`config.mk`:
```
export PLATFORM = sky130hd
export DESIGN_NAME = data_mem_arbiter
export DESIGN_NICKNAME = d
export VERILOG_FILES = /design/src/rtl/data_arb_pkg.sv /design/src/rtl/rr_arb2.sv /design/src/rtl/data_mem_arbiter.sv
export SDC_FILE = /design/constraint.sdc
export NUM_CORES = 1
export LEC_CHECK = 0
export BUFFER_PORTS_ARGS = -buffer_cell sky130_fd_sc_hd__buf_2
export CAP_MARGIN = 20
export CELL_PAD_IN_SITES_DETAIL_PLACEMENT = 1
export CELL_PAD_IN_SITES_GLOBAL_PLACEMENT = 1
export CORE_AREA = 2 2 134 136
export DETAILED_ROUTE_END_ITERATION = 8
export DIE_AREA = 0 0 136 138
export PLACE_DENSITY_LB_ADDON = 0.1
export SLEW_MARGIN = 15
export SYNTH_ARGS = -nofsm -noshare
export SYNTH_HDL_FRONTEND = slang
export SYNTH_SLANG_ARGS = --single-unit
```
`constraint.sdc`:
```
create_clock -name clk_i -period 2.05 [get_ports clk_i]
set_input_delay 0.41 -clock clk_i [delete_from_list [all_inputs] [get_ports clk_i]]
set_output_delay 0.41 -clock clk_i [all_outputs]
set_load 0.02 [all_outputs]
```
`src/rtl/data_arb_pkg.sv`:
```
// data_arb_pkg: shared types and widths for the data memory arbiter.
package data_arb_pkg;
  typedef enum logic [1:0] {IDLE, CORE_DONE, DMA_DONE} arb_state_e;
  typedef enum logic {OWNER_CORE, OWNER_DMA} owner_e;
  localparam int CNT_W = 32;
endpackage

```
`src/rtl/rr_arb2.sv`:
```
// rr_arb2: two-requester round-robin picker; bit0 = core, bit1 = DMA, one-hot grant.
module rr_arb2
  import data_arb_pkg::*;
(
  input  logic [1:0] req_i,
  input  owner_e     last_owner_i,
  output logic [1:0] gnt_o
);
  always_comb gnt_o = (&req_i) ? ((last_owner_i == OWNER_CORE) ? 2'b10 : 2'b01) : req_i;
endmodule

```
`src/rtl/data_mem_arbiter.sv`:
```
// data_mem_arbiter: shares one synchronous-read data memory between the core and a DMA port.
// Define DATA_MEM_ARB_STAT_EN to build the saturating contention counter.
module data_mem_arbiter
  import data_arb_pkg::*;
#(
  parameter int ADDR_W = 32,
  parameter int DATA_W = 32
) (
  input  logic                clk_i,
  input  logic                rst_i,
  input  logic                core_req_i,
  input  logic                core_we_i,
  input  logic [ADDR_W-1:0]   core_addr_i,
  input  logic [DATA_W-1:0]   core_wd_i,
  input  logic [DATA_W/8-1:0] core_be_i,
  output logic                core_stall_o,
  output logic [DATA_W-1:0]   core_rd_o,
  input  logic                dma_req_i,
  input  logic                dma_we_i,
  input  logic [ADDR_W-1:0]   dma_addr_i,
  input  logic [DATA_W-1:0]   dma_wd_i,
  input  logic [DATA_W/8-1:0] dma_be_i,
  output logic                dma_gnt_o,
  output logic                dma_rvalid_o,
  output logic [DATA_W-1:0]   dma_rd_o,
  output logic                mem_req_o,
  output logic                mem_we_o,
  output logic [ADDR_W-1:0]   mem_addr_o,
  output logic [DATA_W-1:0]   mem_wd_o,
  output logic [DATA_W/8-1:0] mem_be_o,
  input  logic [DATA_W-1:0]   mem_rd_i,
  output logic [CNT_W-1:0]    conflict_cnt_o
);
  arb_state_e r_state, w_next;
  owner_e     r_last_owner;
  logic [1:0] w_gnt;
  logic       w_idle, w_core_win, w_dma_win;

  rr_arb2 u_rr (
    .req_i        ({dma_req_i, core_req_i}),
    .last_owner_i (r_last_owner),
    .gnt_o        (w_gnt)
  );

  assign w_idle     = (r_state == IDLE);
  assign w_core_win = w_idle && w_gnt[0];
  assign w_dma_win  = w_idle && w_gnt[1];

  always_ff @(posedge clk_i) begin
    if (rst_i) begin
      r_state      <= IDLE;
      r_last_owner <= OWNER_DMA;
    end else begin
      r_state <= w_next;
      if (w_core_win) r_last_owner <= OWNER_CORE;
      else if (w_dma_win) r_last_owner <= OWNER_DMA;
    end
  end

  always_comb w_next = !w_idle ? IDLE : w_core_win ? CORE_DONE : w_dma_win ? DMA_DONE : IDLE;

  // Reset suppresses any issue so a stale IDLE decision never reaches memory.
  always_comb begin
    mem_req_o    = !rst_i && (w_core_win || w_dma_win);
    mem_we_o     = mem_req_o && (w_core_win ? core_we_i : dma_we_i);
    mem_addr_o   = !mem_req_o ? '0 : w_core_win ? core_addr_i : dma_addr_i;
    mem_wd_o     = !mem_req_o ? '0 : w_core_win ? core_wd_i : dma_wd_i;
    mem_be_o     = !mem_req_o ? '0 : w_core_win ? core_be_i : dma_be_i;
    dma_gnt_o    = !rst_i && w_dma_win;
    dma_rvalid_o = !rst_i && (r_state == DMA_DONE);
    core_stall_o = core_req_i && (rst_i || r_state != CORE_DONE);
    core_rd_o    = mem_rd_i;
    dma_rd_o     = mem_rd_i;
  end

`ifdef DATA_MEM_ARB_STAT_EN
  logic [CNT_W-1:0] r_conflict_cnt;
  always_ff @(posedge clk_i) begin
    if (rst_i) r_conflict_cnt <= '0;
    else if (w_idle && core_req_i && dma_req_i && !(&r_conflict_cnt)) r_conflict_cnt <= r_conflict_cnt + CNT_W'(1);
  end
  assign conflict_cnt_o = r_conflict_cnt;
`else
  assign conflict_cnt_o = '0;
`endif
endmodule

```
==> impl_metrics.env <==
export IMPL_status="completed"
export IMPL_synthXorXnorAreaFrac_pct=0
export IMPL_r2r_slack_ns=0.87
export IMPL_placed_cell_area_um2=2930
export IMPL_path_cells="nor3_4 > o21ai_4 > buf_12 > a21oi_1 > buf_2"
export IMPL_grt_pass1_vias=3021
export IMPL_synth_largest_area_cell="buf_4"
export IMPL_power_density_nw_per_um2=381
export IMPL_finalSetupTns_ns=0
export IMPL_setup_ws_ns=0.0981
export IMPL_crit_path_start_kind="register"
export IMPL_synth_top_family_by_area="buffers and inverters"
export IMPL_hold_viol_final=0
export IMPL_routed_wl_um=10900
export IMPL_rsz0062_at_grt="false"
export IMPL_drt_wirelength_per_cell_um=15.1
export IMPL_max_freq_mhz=512
export IMPL_htree_levels=1
export IMPL_p_leak_nw=1.56
export IMPL_drt_drc_violations_left=0
export IMPL_synth_top_area_share_pct=33.4
export IMPL_internal_power_mw=0.609
export IMPL_numPortBuffers=214
export IMPL_synth_mux_area_share_pct=0
export IMPL_ys_top_cells_by_area="buf_4 (33%), nand3_1 (15%), o21ai_0 (13%)"
export IMPL_rows=49
export IMPL_initial_core_util_pct=13.1
export IMPL_min_path_type="input port to register"
export IMPL_cts_tree="done"
export IMPL_syn_cell_area_um2=2290
export IMPL_drive_above_1_share_pct=51.2
export IMPL_dr_pass1_iters=4
export IMPL_clkSinkCount=3
export IMPL_design_area_um2=3030
export IMPL_cts_root_buf="clkbuf_16"
export IMPL_avgViaCountPerCell=4.06
export IMPL_cp_arrival_ns=1.54
export IMPL_cp_max_fo=42
export IMPL_p_switching_mw=0.544
export IMPL_min_period_ns=1.95
export IMPL_maxSlewViolCount=0
export IMPL_grt_start_max_net_pins=55
export IMPL_fin_util_pct=17.3
export IMPL_core_region_area_um2=17500
export IMPL_cp_slowest_cell="dfxtp_1"
export IMPL_die_y_um=138
export IMPL_synthAdderAreaFrac_pct=0
export IMPL_ys_ff_latch=3
export IMPL_required_ns=1.64
export IMPL_finClkSkew_ns=0.00377
export IMPL_synth_compound_area_share_pct=33.2
export IMPL_post_route_period_util_pct=95.2
export IMPL_p_clk_share_pct=27.2
export IMPL_syn_area_per_cell_um2=6.37
export IMPL_yosys_area_share_simple_pct=18.8
export IMPL_num_nets_final=665
export IMPL_comb_power_share_pct=66.7
export IMPL_overflow=0
export IMPL_clockBufferDepth=2
export IMPL_critPathKind="register to output port"
export IMPL_fin_hold_ws_ns=0.469
export IMPL_ys_seq_area_share_pct=2.62
export IMPL_setup_viol=0
export IMPL_switching_share_pct=47.1
export IMPL_yosysWarningCount=0
export IMPL_irDropWorstVdd_v=0.000168
export IMPL_dieArea_um2=18800
export IMPL_clkLatencyLatePin_ns=0.23
export IMPL_die_w_um=136
export IMPL_drtAntennaViolNets=0
export IMPL_power_frac_seq_pct=6.2
export IMPL_cpPeakStageDelay_ns=0.35
export IMPL_first_iter_violations=67
export IMPL_ys_types=25
export IMPL_cp_end_kind="output port"
export IMPL_vias=2919
export IMPL_antenna_found_initial=0
export IMPL_nFillCells=2272
export IMPL_place_gp_congestion=0.716
export IMPL_syn_to_final_growth_pct=32.0
export IMPL_io_pins=343
export IMPL_diodes=0
export IMPL_synthCells=360
export IMPL_path_buf_inv=2
export IMPL_grt_first_pass_wirelength_um=15900
export IMPL_cts_buffers=3
export IMPL_grt_usage_pct=10.5
export IMPL_dp_slack_ns=0.0726
export IMPL_cap_violations=0
export IMPL_dp_hpwl_um=8250
export IMPL_critPathTopFamily="buffers and inverters"
export IMPL_clk_transition_reported_paths_ns=0.03
## flip-flops by register name, indices dropped and copies added (netlist names)
signal,cells
r_state,2
r_last_owner,1
## what timing repair did
| action | CTS | global route |
|---|---|---|
| buffers inserted | 0 | 1 |
| gates resized for setup | 0 | 2 |
| setup endpoints to repair | 0 | 19 |
| hold buffers | 0 | 0 |
## cells in the mapped netlist (all sizes together)
library cell	count
buf	118
o21ai	70
a21oi	69
nand3	69
clkbuf	15
and3	3
dfxtp	3
inv	2
nand2	2
nor2	2
nor3b	2
a221o	1
conb	1
nand2b	1
nor2b	1
nor3	1
## worst reg2reg max path, delay by kind of cell, from the launching register on
family	cells	cell delay, ns
AO/OA/AOI/OAI	1	0.36
buffers and inverters	1	0.19
flip-flops	1	0.43
AND/OR/NAND/NOR	1	0.09
## through the flow
| stage | instances | power [mW] |
|---|---|---|
| 3_3_place_gp | 714 | 0.843 |
| 3_5_place_dp | 714 | 0.848 |
| 6_report | 719 | 1.15 |
| 2_1_floorplan | 391 | 0.781 |
| 4_1_cts | 718 | 1.17 |
| 5_1_grt | 719 | 1.24 |
## power by group through the flow
stage,Combinational [mW],Sequential (mW),Clock (mW)
5_1_grt,0.845,0.0720,0.325
3_5_place_dp,0.777,0.0715,0
6_report,0.769,0.0712,0.313
3_3_place_gp,0.772,0.0716,0
4_1_cts,0.779,0.0708,0.320
2_1_floorplan,0.711,0.0697,0
## layer usage
metal	track usage (%)	share of wire, %	up-vias
met5	0	0	-
met4	2.47	2.1	0
met3	3.37	9.5	24
met2	19.3	49	152
met1	11.5	39	1350
li1	-	-	1393
## logic make-up (layout without fill, tap and decap cells)
| group | count (synthesis) | in the layout |
|---|---|---|
| AOI/OAI and AO/OA | 140 | 140 |
| DFF | 3 | 3 |
| other | 1 | 32 |
| buffers and inverters | 135 | 234 |
| and+or+nand+nor | 81 | 81 |
## worst paths after layout
| check | endpoint | startpoint | cells past startpoint |
|---|---|---|---|
| setup / recovery | mem_addr_o[29] | r_state[0] | 5 |
| hold / removal | r_last_owner | rst_i | 2 |
| setup reg to reg | r_last_owner | r_last_owner | 3 |
| hold reg to reg | r_last_owner | r_last_owner | 1 |
## layout by cell type (no fill, tap or decap), types with 6 or more instances in the layout
master and instances:
a21oi_2 14, conb_1 32, a21oi_1 55, buf_12 7
o21ai_0 58, buf_2 214, o21ai_1 11, buf_4 6
nand3_1 69
## cell type report
class	instances	area (µm²)	area share, %
Timing Repair Buffer	228	1270	41.8
Clock buffer	4	78.8	2.60
Multi-Input combinational cell	253	1330	43.9
Tap cell	229	287	9.46
Inverter	2	7.51	0.248
Sequential cell	3	60.1	1.98
Note: power is estimated with default switching activity, not from simulation.
